[config.mk]
export PLATFORM = sky130hd
export DESIGN_NAME = wave_capture
export DESIGN_NICKNAME = d
export VERILOG_FILES = /design/src/rtl/wave_capture_pkg.sv /design/src/rtl/wave_capture_ram.sv /design/src/rtl/wave_capture.sv
export SDC_FILE = /design/constraint.sdc
export NUM_CORES = 2
export LEC_CHECK = 0
export CORE_MARGIN = 2
export CORE_UTILIZATION = 63
export DETAILED_ROUTE_END_ITERATION = 8
export HOLD_SLACK_MARGIN = 0.02
export PLACE_DENSITY = 0.84
export SKIP_LAST_GASP = 1
export SYNTH_ARGS = -nofsm -noshare
export SYNTH_HDL_FRONTEND = slang
export SYNTH_SLANG_ARGS = --single-unit
[constraint.sdc]
create_clock -name clk -period 3.35 [get_ports clk]
set_input_delay 0.5025 -clock clk [delete_from_list [all_inputs] [get_ports clk]]
set_output_delay 0.5025 -clock clk [all_outputs]
set_load 0.02 [all_outputs]
[src/rtl/wave_capture_pkg.sv]
// Shared types and constants for the waveform capture block.
// State encoding doubles as the capture_state debug output.
package wave_capture_pkg;

   typedef enum logic [1:0] {
      IDLE    = 2'd0,
      ARMED   = 2'd1,
      CAPTURE = 2'd2,
      FULL    = 2'd3
   } cap_state_e;

   localparam logic [7:0] OFFSET_XOR = 8'h80;
   localparam int         SAMPLE_MSB = 15;
   localparam int         BYTE_W     = 8;

   function automatic logic [BYTE_W-1:0] to_offset(
      input logic [SAMPLE_MSB:0] s
   );
      return s[SAMPLE_MSB -: BYTE_W] ^ OFFSET_XOR;
   endfunction

   function automatic logic rising_zc(
      input logic [SAMPLE_MSB:0] prev,
      input logic [SAMPLE_MSB:0] cur
   );
      return ($signed(prev) < 0) && ($signed(cur) >= 0);
   endfunction

endpackage

[src/rtl/wave_capture_ram.sv]
// Ping-pong trace store: address MSB selects the bank.
// One synchronous write port, one registered read port.
module wave_capture_ram
   import wave_capture_pkg::*;
#(
   parameter int ADDR_WIDTH = 8
) (
   input  logic                clk_i,
   input  logic                rst_ni,
   input  logic                we_i,
   input  logic [ADDR_WIDTH:0] waddr_i,
   input  logic [BYTE_W-1:0]   wdata_i,
   input  logic [ADDR_WIDTH:0] raddr_i,
   output logic [BYTE_W-1:0]   rdata_o
);

   localparam int DEPTH = 1 << (ADDR_WIDTH + 1);

   logic [BYTE_W-1:0] mem_q [0:DEPTH-1];
   logic [BYTE_W-1:0] rdata_q;

   always_ff @(posedge clk_i) begin
      if (we_i) begin
         mem_q[waddr_i] <= wdata_i;
      end
   end

   // Only the output register is reset; the array itself is not.
   always_ff @(posedge clk_i or negedge rst_ni) begin
      if (!rst_ni) begin
         rdata_q <= '0;
      end else begin
         rdata_q <= mem_q[raddr_i];
      end
   end

   assign rdata_o = rdata_q;

endmodule

[src/rtl/wave_capture.sv]
// Rising zero-crossing triggered trace capture into a ping-pong RAM.
// The display reads one bank while the other fills; swap on frame sync.
module wave_capture
   import wave_capture_pkg::*;
#(
   parameter int ADDR_WIDTH = 8
) (
   input  logic                  clk,
   input  logic                  reset,
   input  logic                  new_sample,
   input  logic [15:0]           sample_in,
   input  logic                  enable,
   input  logic                  frame_sync,
   input  logic [ADDR_WIDTH-1:0] read_addr,
   output logic [7:0]            read_data,
   output logic                  new_wave,
   output logic [1:0]            capture_state
);

   cap_state_e            state_q;
   logic [15:0]           prev_q;
   logic [ADDR_WIDTH-1:0] wr_addr_q;
   logic [ADDR_WIDTH-1:0] timeout_q;
   logic                  read_bank_q;
   logic                  new_wave_q;

   logic                  zc;
   logic                  tmo;
   logic                  trig;
   logic                  we;
   logic [ADDR_WIDTH-1:0] waddr;

   assign zc   = rising_zc(prev_q, sample_in);
   assign tmo  = &timeout_q;
   assign trig = new_sample & (zc | tmo);

   // The triggering sample itself is the first byte of the trace.
   always_comb begin
      we    = 1'b0;
      waddr = wr_addr_q;
      if (enable) begin
         unique case (state_q)
            ARMED: begin
               we    = trig;
               waddr = '0;
            end
            CAPTURE: we = new_sample;
            default: we = 1'b0;
         endcase
      end
   end

   always_ff @(posedge clk or negedge reset) begin
      if (!reset) begin
         state_q     <= IDLE;
         prev_q      <= '0;
         wr_addr_q   <= '0;
         timeout_q   <= '0;
         read_bank_q <= 1'b0;
         new_wave_q  <= 1'b0;
      end else begin
         new_wave_q <= 1'b0;
         if (new_sample) begin
            prev_q <= sample_in;
         end
         if (!enable) begin
            state_q <= IDLE;
         end else begin
            unique case (state_q)
               IDLE: begin
                  state_q   <= ARMED;
                  timeout_q <= '0;
               end
               ARMED: begin
                  if (new_sample) begin
                     timeout_q <= timeout_q + ADDR_WIDTH'(1);
                  end
                  if (trig) begin
                     wr_addr_q <= ADDR_WIDTH'(1);
                     state_q   <= CAPTURE;
                  end
               end
               CAPTURE: begin
                  if (new_sample) begin
                     wr_addr_q <= wr_addr_q + ADDR_WIDTH'(1);
                     if (&wr_addr_q) begin
                        state_q <= FULL;
                     end
                  end
               end
               FULL: begin
                  if (frame_sync) begin
                     read_bank_q <= ~read_bank_q;
                     new_wave_q  <= 1'b1;
                     timeout_q   <= '0;
                     state_q     <= ARMED;
                  end
               end
               default: state_q <= IDLE;
            endcase
         end
      end
   end

   wave_capture_ram #(
      .ADDR_WIDTH(ADDR_WIDTH)
   ) u_ram (
      .clk_i  (clk),
      .rst_ni (reset),
      .we_i   (we),
      .waddr_i({~read_bank_q, waddr}),
      .wdata_i(to_offset(sample_in)),
      .raddr_i({read_bank_q, read_addr}),
      .rdata_o(read_data)
   );

   assign new_wave      = new_wave_q;
   assign capture_state = state_q;

endmodule

==> results.toml <==
[outcome]
status = "complete, but fails checks"
violations = "DRC, setup timing"

[routing]
drt_iter0_drc = 16980
firstDrtPassIters = 9
ant_nets = 0
dr_total_vias = 95840
wl_per_cell_um = 36.13
drcViolationCount = 2
wl_um = 471100
post_drt_via_cell_ratio = 7.351

[synthesis]
syn_nets = 8221
synth.avg_cell_area_um2 = 19.69
synthSimpleGateAreaFrac_pct = 2.813
synth_edf_count = 4096
synth-seq-cells = 4125
synth_cell_types = 64
ys_seq_area_share_pct = 76.76
synth_compound_area_share_pct = 4.380
synthFlopType = "edfxtp_1"
synth_area_um2 = 161200
yosys-mux-area-fraction_pct = 14.16
ys_warn_count = 0
synthArstFlopShare_pct = 0.7030
postSynthCellCount = 8186
yosys.area_share.adder_pct = 0.04658
synthXorXnorAreaFrac_pct = 0.01630
synth_top_family_by_area = "multiplexers"

[grt]
grt_pass1_vias = 95110
grt_antenna_before_repair = 32
grt_max_degree = 189
grt_overflow = 0
grt.total_usage_pct = 36.17
grt_first_pass_wirelength_um = 671000

[timing]
final_hold_viol_count = 0
setup_slack_ps = -236.7
rsz0062_at_grt = "true"
fin_crit_ps = 3587
finalCritPeriodShare_pct = 107.1
max_freq_mhz = 278.8
finalMaxSlewViolations = 0
max_slew_margin_pct = 23.57
tightest_slew_ps = 1138
finClkSkew_ps = 94.22
setup_viol = 8

[worst_setup_path]
critPathArrivalTime_ps = 4520
crit_path_start_kind = "register"
cp-end-kind = "register"
worst_ep_required_time_ps = 4290
path_class = "register to register"
cp_max_fo = 12

[clock_network]
root_buffer = "clkbuf_16"
insertion_delay_ps = 1030
cts.sinks = 4125
cts_buffer_depth = 4
path_clk_slew_ps = 70
cts_tree = "done"
numCtsBuffers = 401
htreeDepth = 5

[floorplan]
coreArea_um2 = 254200
die_h_um = 509.8
io_pins = 40
die-area_um2 = 259900
num_rows = 185
die_w_um = 509.8
start_util_pct = 63.42

[power_and_ir_drop]
p_leak_nw = 62.29
total_power_mw = 108.0
p_per_area_nw_per_um2 = 577.0
vdd_drop_max_mv = 0.7924

[placement]
hpwl_um = 268400
gp_congestion = 0.9412
port_buffers = 31
place_ws_ps = -1098
placed_cell_area_um2 = 174500

[layout]
utilization_pct = 73.62
fin_nets = 9380
area_growth_syn_to_layout_pct = 16.09
layout_commonest_cell = "edfxtp_1"
final_cell_mix = "edfxtp_1 (4096), buf_4 (1068), mux2i_1 (808)"
drive_above_1_share_pct = 26.06
num-fill-cells = 12760
stdcell_area_um2 = 187100

[worst_hold_path]
min_path_type = "input pin to register"

[run]
drv_cap = 0
[Yosys cell counts (all sizes together) (5+ instances only)]
library cell | count | area share (%)
and3 | 5 | 0.019
nand4 | 24 | 0.093
a22o | 8 | 0.043
a31oi | 14 | 0.054
mux2i | 808 | 5.0
dfrtp | 29 | 0.45
and2 | 15 | 0.058
nor4 | 29 | 0.12
inv | 10 | 0.023
nand3 | 45 | 0.14
nor3b | 11 | 0.051
nor3 | 125 | 0.39
o2111a | 9 | 0.063
o311ai | 6 | 0.033
o221ai | 364 | 2.0
edfxtp | 4096 | 76
mux4 | 654 | 9.1
nand2 | 157 | 0.37
a2111oi | 6 | 0.036
buf | 240 | 1.1
o41ai | 7 | 0.038
or3 | 10 | 0.039
ha | 6 | 0.047
a21oi | 194 | 0.60
a211oi | 10 | 0.047
a22oi | 62 | 0.29
nor2 | 606 | 1.4
o22ai | 162 | 0.63
o21ai | 128 | 0.40
o22a | 15 | 0.082
or2 | 7 | 0.027
nand2b | 10 | 0.039
o31ai | 8 | 0.037
clkbuf | 282 | 0.66
[path summary, 6_finish.rpt]
path	from	end	slack, ps	cells after the start
min	sample_in[8]	u_ram.mem_q[203][0]	70	1
max reg2reg	read_bank_q	u_ram.rdata_o[2]	-240	8
min in group asynchronous	reset	u_ram.rdata_o[3]	220	2
max in group asynchronous	reset	read_bank_q	2390	2
min reg2reg	timeout_q[7]	timeout_q[7]	570	2
max	read_bank_q	u_ram.rdata_o[2]	-240	8
[metal layers]
metal  wire (um)  vias to the layer above  part of all wire, %  GRT usage [%]
met5         238                        -                0.051              0
met3       68640                     2068                   15          10.72
li1            -                    36240                    -              -
met2      222100                    10050                   47          56.57
met1      148300                    47450                   31          46.11
met4       31800                       34                  6.7          19.75
[per-stage QoR]
step	setup TNS (ps)	std cells	hold slack, ps
after detailed placement	-7039	12300	531.3
after global routing	-280.5	13020	62.68
final	-314.7	13040	67.18
after CTS	-14.24	13020	28.29
after global placement	-6855	12300	495.7
after floorplan	-821100	8186	206.9
[power by group]
part / leakage, nW / switching [mW] / internal (mW)
clock network: 6.06 / 19.3 / 24.5
logic: 19.1 / 4.69 / 2.48
registers: 37.2 / 0.258 / 56.8
[final cells by class]
cell class | count | area (um2) | share of cell area [%]
Tap cell | 3366 | 4212 | 2.251
Clock buffer | 483 | 10560 | 5.646
Antenna cell | 21 | 52.55 | 0.02808
Multi-Input combinational cell | 3529 | 34800 | 18.60
Inverter | 10 | 48.80 | 0.02608
Timing Repair Buffer | 1278 | 11900 | 6.361
Sequential cell | 4125 | 123700 | 66.12
Clock inverter | 225 | 1810 | 0.9676
[state kept, by name, indices dropped and copies added (netlist names)]
signal,flops
u_ram.rdata_o,8
wr_addr_q,8
read_bank_q,1
u_ram.mem_q,4096
new_wave,1
prev_q,1
timeout_q,8
capture_state,2
[cell families after synthesis]
kind of cell	Yosys count
flops	4125
mux	1463
simple gates	1056
compound gates	1001
buf+inv	532
fa+ha+maj	6
xor+xnor	3
[repair_timing]
action,CTS,global route
setup endpoints to repair,10,705
setup buffers,0,0
endpoints found under the hold margin,132,0
gates resized for setup,8,11
hold buffers,5,0
[critical path: stages, from the launching register on]
cell	delay [ps]
dfrtp_2	550
or3b_2	330
or3_1	470
a21oi_1	220
nor4_1	810
nand2_1	230
a2111oi_2	440
buf_4	260
o2111a_1	210
No activity file was read; power rests on OpenSTA's default activity.
